File: src/rtl/pc_pkg.sv
// Shared types for the fetch-stage program counter and its return stack.
// Holds clog2, the strobe-decode op enum and the return-stack state enum.
package pc_pkg;

  function automatic int clog2(input int v);
    int r;
    r = 0;
    while ((1 << r) < v) r++;
    return r;
  endfunction

  typedef enum logic [2:0] {
    OP_HOLD,
    OP_INC,
    OP_REL,
    OP_LOAD,
    OP_RET,
    OP_CALL
  } pc_op_t;

  typedef enum logic [1:0] {
    ST_EMPTY,
    ST_PARTIAL,
    ST_FULL
  } stk_st_t;

endpackage

File: src/rtl/pc_ret_stack.sv
// LIFO return stack, DEPTH x AW, with occupancy and EMPTY/PARTIAL/FULL state.
// Ports: clock, rst, push, pop, wdata -> rdata (top entry), depth, full, empty.
module pc_ret_stack
  import pc_pkg::*;
#(
  parameter int AW    = 16,
  parameter int DEPTH = 8
) (
  input  logic                 clock,
  input  logic                 rst,
  input  logic                 push,
  input  logic                 pop,
  input  logic [AW-1:0]        wdata,
  output logic [AW-1:0]        rdata,
  output logic [clog2(DEPTH):0] depth,
  output logic                 full,
  output logic                 empty
);

  localparam int DW = clog2(DEPTH) + 1;
  localparam int IW = DW - 1;

  logic [AW-1:0] r_mem [DEPTH];
  logic [DW-1:0] r_depth;
  logic [DW-1:0] w_depth_nxt;
  stk_st_t       r_st;
  stk_st_t       w_st_nxt;
  logic [IW-1:0] w_wr_idx;
  logic [IW-1:0] w_rd_idx;
  logic          w_do_push;
  logic          w_do_pop;

  assign w_do_push = push && (r_st != ST_FULL);
  assign w_do_pop  = pop && !push && (r_st != ST_EMPTY);

  // at depth==DEPTH the low bits wrap to 0, so top is DEPTH-1
  assign w_wr_idx = r_depth[IW-1:0];
  assign w_rd_idx = r_depth[IW-1:0] - IW'(1);

  assign rdata = r_mem[w_rd_idx];
  assign depth = r_depth;
  assign full  = (r_st == ST_FULL);
  assign empty = (r_st == ST_EMPTY);

  always_ff @(posedge clock) begin
    if (w_do_push) r_mem[w_wr_idx] <= wdata;
  end

  always_comb begin
    w_st_nxt    = r_st;
    w_depth_nxt = r_depth;
    if (w_do_push)
      w_depth_nxt = r_depth + DW'(1);
    else if (w_do_pop)
      w_depth_nxt = r_depth - DW'(1);
    unique case (r_st)
      ST_EMPTY:
        if (w_do_push) w_st_nxt = ST_PARTIAL;
      ST_PARTIAL:
        if (w_do_push && r_depth == DW'(DEPTH - 1))
          w_st_nxt = ST_FULL;
        else if (w_do_pop && r_depth == DW'(1))
          w_st_nxt = ST_EMPTY;
      ST_FULL:
        if (w_do_pop) w_st_nxt = ST_PARTIAL;
      default: w_st_nxt = ST_EMPTY;
    endcase
  end

  always_ff @(posedge clock or posedge rst) begin
    if (rst) begin
      r_st    <= ST_EMPTY;
      r_depth <= '0;
    end else begin
      r_st    <= w_st_nxt;
      r_depth <= w_depth_nxt;
    end
  end

endmodule

File: src/rtl/pc_call_stack.sv
// Fetch-stage PC: inc/rel/load/call/ret with hardware return stack, sticky ovf/unf.
// Ports: clock, rst, in, strobes -> out, depth, ovf, unf; PC_BRANCH_TRACE_EN adds last_src/last_vld.
module pc_call_stack
  import pc_pkg::*;
#(
  parameter int              AW        = 16,
  parameter int unsigned     STEP      = 1,
  parameter int              DEPTH     = 8,
  parameter logic [AW-1:0]   RESET_VEC = '0
) (
  input  logic                  clock,
  input  logic                  rst,
  input  logic [AW-1:0]         in,
  input  logic                  load,
  input  logic                  inc,
  input  logic                  rel,
  input  logic                  call,
  input  logic                  ret,
  output logic [AW-1:0]         out,
  output logic [clog2(DEPTH):0] depth,
  output logic                  ovf,
  output logic                  unf
`ifdef PC_BRANCH_TRACE_EN
  ,
  output logic [AW-1:0]         last_src,
  output logic                  last_vld
`endif
);

  localparam logic [AW-1:0] STEP_V = AW'(STEP);

  pc_op_t        w_op;
  logic [AW-1:0] r_pc;
  logic [AW-1:0] w_pc_nxt;
  logic [AW-1:0] w_top;
  logic          w_full;
  logic          w_empty;
  logic          w_push;
  logic          w_pop;
  logic          r_ovf;
  logic          r_unf;

  // several strobes may be high at once; first match wins
  always_comb begin
    w_op = OP_HOLD;
    priority case (1'b1)
      call:    w_op = OP_CALL;
      ret:     w_op = OP_RET;
      load:    w_op = OP_LOAD;
      rel:     w_op = OP_REL;
      inc:     w_op = OP_INC;
      default: w_op = OP_HOLD;
    endcase
  end

  assign w_push = (w_op == OP_CALL) && !w_full;
  assign w_pop  = (w_op == OP_RET) && !w_empty;

  always_comb begin
    w_pc_nxt = r_pc;
    unique case (w_op)
      OP_INC:  w_pc_nxt = r_pc + STEP_V;
      OP_REL:  w_pc_nxt = r_pc + in;
      OP_LOAD: w_pc_nxt = in;
      OP_CALL: w_pc_nxt = in;
      // return on empty degrades to a plain increment
      OP_RET:  w_pc_nxt = w_empty ? r_pc + STEP_V : w_top;
      default: w_pc_nxt = r_pc;
    endcase
  end

  pc_ret_stack #(
    .AW    (AW),
    .DEPTH (DEPTH)
  ) u_stack (
    .clock (clock),
    .rst   (rst),
    .push  (w_push),
    .pop   (w_pop),
    .wdata (r_pc + STEP_V),
    .rdata (w_top),
    .depth (depth),
    .full  (w_full),
    .empty (w_empty)
  );

  always_ff @(posedge clock or posedge rst) begin
    if (rst) begin
      r_pc  <= RESET_VEC;
      r_ovf <= 1'b0;
      r_unf <= 1'b0;
    end else begin
      r_pc <= w_pc_nxt;
      if (w_op == OP_CALL && w_full) r_ovf <= 1'b1;
      if (w_op == OP_RET && w_empty) r_unf <= 1'b1;
    end
  end

  assign out = r_pc;
  assign ovf = r_ovf;
  assign unf = r_unf;

`ifdef PC_BRANCH_TRACE_EN
  logic          w_taken;
  logic [AW-1:0] r_src;
  logic          r_vld;

  assign w_taken = (w_op == OP_LOAD) || (w_op == OP_REL) ||
                   (w_op == OP_CALL) || w_pop;

  always_ff @(posedge clock or posedge rst) begin
    if (rst) begin
      r_src <= '0;
      r_vld <= 1'b0;
    end else if (w_taken) begin
      r_src <= r_pc;
      r_vld <= 1'b1;
    end
  end

  assign last_src = r_src;
  assign last_vld = r_vld;
`endif

endmodule

File: config.mk
export PLATFORM = sky130hd
export DESIGN_NAME = pc_call_stack
export DESIGN_NICKNAME = d
export VERILOG_FILES = /design/src/rtl/pc_pkg.sv /design/src/rtl/pc_ret_stack.sv /design/src/rtl/pc_call_stack.sv
export SDC_FILE = /design/constraint.sdc
export NUM_CORES = 1
export LEC_CHECK = 0
export BUFFER_PORTS_ARGS = -buffer_cell sky130_fd_sc_hd__buf_2
export CAP_MARGIN = 40
export CELL_PAD_IN_SITES_DETAIL_PLACEMENT = 0
export CELL_PAD_IN_SITES_GLOBAL_PLACEMENT = 1
export CORE_UTILIZATION = 40
export CTS_CLUSTER_SIZE = 24
export DETAILED_ROUTE_END_ITERATION = 10
export PLACE_DENSITY_LB_ADDON = 0.12
export SYNTH_ARGS = -nofsm -noshare
export SYNTH_HDL_FRONTEND = slang
export SYNTH_SLANG_ARGS = --single-unit
File: constraint.sdc
create_clock -name clock -period 4 [get_ports clock]
set_input_delay 0.6 -clock clock [delete_from_list [all_inputs] [get_ports clock]]
set_output_delay 0.6 -clock clock [all_outputs]
set_load 0.005 [all_outputs]
==> impl_metrics.py <==
metrics = {
    "status": {
        "status": "complete, no violations",
    },
    "cts": {
        "clk_pin_slew_worst_paths_ns": 0.07,
        "cts_resized": 0,
        "cts_buffers": 17,
        "cts_tree": "done",
        "htree_levels": 4,
        "cts_buffer_depth": 2,
        "cts_hold_buffers": 0,
        "postCtsSetupRepairBufs": 0,
        "root_buffer": "clkbuf_16",
        "clk_latency_ns": 0.42,
        "clock-sinks": 152,
    },
    "layout": {
        "utilization_pct": 47.3,
        "fin_cells": 800,
        "nets": 601,
        "drive_above_1_share_pct": 23.5,
        "syn_to_final_growth_pct": 15.9,
        "diodes": 0,
    },
    "synthesis": {
        "yosysUniqueCellTypes": 59,
        "synth_top_area_share_pct": 52.4,
        "synth.avg_cell_area_um2": 14.7,
        "syn_area_um2": 7340,
        "synth_edf_count": 128,
        "ys_async_sr_fraction_pct": 15.8,
        "ys_ff_latch": 152,
        "synth_common_cells": "edfxtp_1 (128), nand2_1 (30), dfrtp_1 (24)",
        "ys_top_cells_by_area": "edfxtp_1 (52%), dfrtp_1 (8.2%), mux4_2 (6.4%)",
        "synth_warnings": 0,
        "synth_seq_area_share_pct": 60.6,
        "synth-main-ff-cell": "edfxtp_1",
        "syn_inst": 498,
        "yosys.area.top_type": "edfxtp_1",
        "synth.most_common_cell": "edfxtp_1",
        "syn_nets": 541,
    },
    "global_route": {
        "grt_pass1_vias": 4466,
        "grt_pass1_wl_um": 27600,
        "grt_antenna_before_repair": 0,
        "overflow": 0,
        "grt.total_usage_pct": 20.8,
        "grt_max_degree": 41,
    },
    "die": {
        "core_area_um2": 18000,
        "die_x_um": 137,
        "rows": 49,
        "ios": 45,
        "initial_core_util_pct": 40.9,
        "dieHeight_um": 137,
        "design.die.area_um2": 18900,
    },
    "sta": {
        "setup_violations": 0,
        "tightest_slew_ns": 0.846,
        "final_hold_viol_count": 0,
        "drv_slew": 0,
        "fmax_mhz": 350,
        "slew_headroom_pct": 43.2,
        "final.setup.tns_ns": 0,
        "layout_setup_ws_ns": 1.15,
        "fin_crit_ns": 2.85,
        "min_period_over_period_pct": 71.3,
        "rsz0062_at_grt": "no",
        "fin_worst_skew_ns": 0.00982,
    },
    "min_path": {
        "hp-class": "in -> async",
    },
    "power_and_ir_drop": {
        "cellLeakagePower_nw": 3.10,
        "combPwrFrac_pct": 38.7,
        "power_mw": 6.79,
        "p_clk_share_pct": 24.3,
        "cellPowerDensity_nw_per_um2": 798,
        "pwr-share-seq_pct": 37.1,
        "swShare_pct": 36.5,
        "intPower_mw": 4.31,
        "ir_drop_v": 0.000349,
        "p_switching_mw": 2.47,
    },
    "critical_path": {
        "cp_max_fo": 7,
        "end_kind": "flop",
        "cp.required_ns": 4.33,
        "r2r_setup_slack_ns": 1.15,
        "critPathArrivalTime_ns": 3.18,
        "startpoint_type": "flop",
        "worstSetupPathType": "reg -> reg",
    },
    "placement": {
        "gp_congestion": 0.839,
        "dp.cells": 768,
        "hpwl_um": 12300,
        "portBuffers": 44,
        "post-place-ws_ns": 1.05,
    },
    "routing": {
        "via_per_inst": 5.76,
        "first_pass_iters": 5,
        "wl_per_cell_um": 23.2,
        "drc": 0,
        "vias": 4608,
        "drt_iter0_markers": 371,
        "wl_um": 18500,
        "drtAntennaViolNets": 0,
    },
    "flow_run": {
        "cap_viol_max_count": 0,
    },
}
-- flip-flops by register name (all words and copies together), names as in the netlist --
signal / flops
out: 16
u_stack.r_st: 2
u_stack.depth: 4
ovf: 1
unf: 1
u_stack.r_mem: 128
-- per-layer routing --
layer,global-route usage [%],share of wire [%]
met2,32.7,48
met1,29.2,47
met5,0,0
met4,6.84,1.1
met3,3.53,4.1
-- layout by cell type, fill, tap and decap left out, types with 9 or more instances in the layout --
| cell type | netlist | layout |
|---|---|---|
| edfxtp_1 | 128 | 128 |
| buf_2 | 9 | 44 |
| nand2_1 | 30 | 30 |
| o21ai_0 | 23 | 23 |
| dfrtp_1 | 24 | 23 |
| a21oi_1 | 22 | 22 |
| mux4_2 | 21 | 21 |
| nor2_1 | 19 | 19 |
| ha_1 | 19 | 19 |
| xnor2_1 | 18 | 18 |
| clkbuf_16 | 0 | 17 |
| buf_4 | 3 | 17 |
| nand3_1 | 15 | 15 |
| mux2i_1 | 14 | 14 |
| inv_1 | 12 | 12 |
| mux4_1 | 11 | 11 |
| nor3_1 | 13 | 9 |
| xor2_1 | 9 | 9 |
-- cell type report --
type	count	area, µm²
inverter	12	45.0
tap	229	287
clock inverter	14	186
clock buffer	18	429
multi-input combinational	314	2760
fill	1571	9460
timing repair buffer	61	348
sequential	152	4450
-- worst paths after layout --
path                                    end   start  cells past startpoint
hold reg to reg                         unf     unf                      1
max in group asynchronous  u_stack.depth[0]     rst                      3
setup reg to reg                    out[10]  out[0]                      9
min in group clock                   out[0]   in[0]                      3
setup / recovery                    out[10]  out[0]                      9
hold / removal                      out[13]     rst                      3
-- worst max-delay path, cell delays in order (launching register included) --
cell	delay [ns]
dfrtp_1	0.48
ha_1	0.26
inv_1	0.07
fa_1	0.41
nor2b_1	0.17
o2111ai_1	0.19
a21bo_2	0.24
a211oi_1	0.56
a211oi_1	0.17
nor3_1	0.21
-- power groups by stage --
| stage | clock [mW] | sequential [mW] | combinational, mW |
|---|---|---|---|
| floorplan | 0 | 2.45 | 1.83 |
| global placement | 0 | 2.53 | 2.61 |
| detailed placement | 0 | 2.54 | 2.64 |
| CTS | 1.68 | 2.51 | 2.66 |
| global route | 1.74 | 2.55 | 2.85 |
| finish | 1.65 | 2.52 | 2.62 |
-- cells by family (layout without fill, tap and decap cells) --
group,count (synthesis),count (layout),synth area share [%]
flops,152,152,60.6
fa+ha+maj,20,20,3.51
compound gates,101,101,9.12
simple gates,113,113,8.00
buf+inv,32,105,2.15
xor+xnor,28,28,3.44
mux,52,52,13.2
-- through the flow --
| step | cell area (µm²) | hold WS (ns) |
|---|---|---|
| detailed placement | 7890 | 0.447 |
| CTS | 8500 | 0.232 |
| global placement | 7880 | 0.446 |
| finish | 8500 | 0.235 |
| floorplan | 7340 | 0.459 |
| global route | 8500 | 0.253 |
Note: power is estimated with default switching activity, not from simulation.
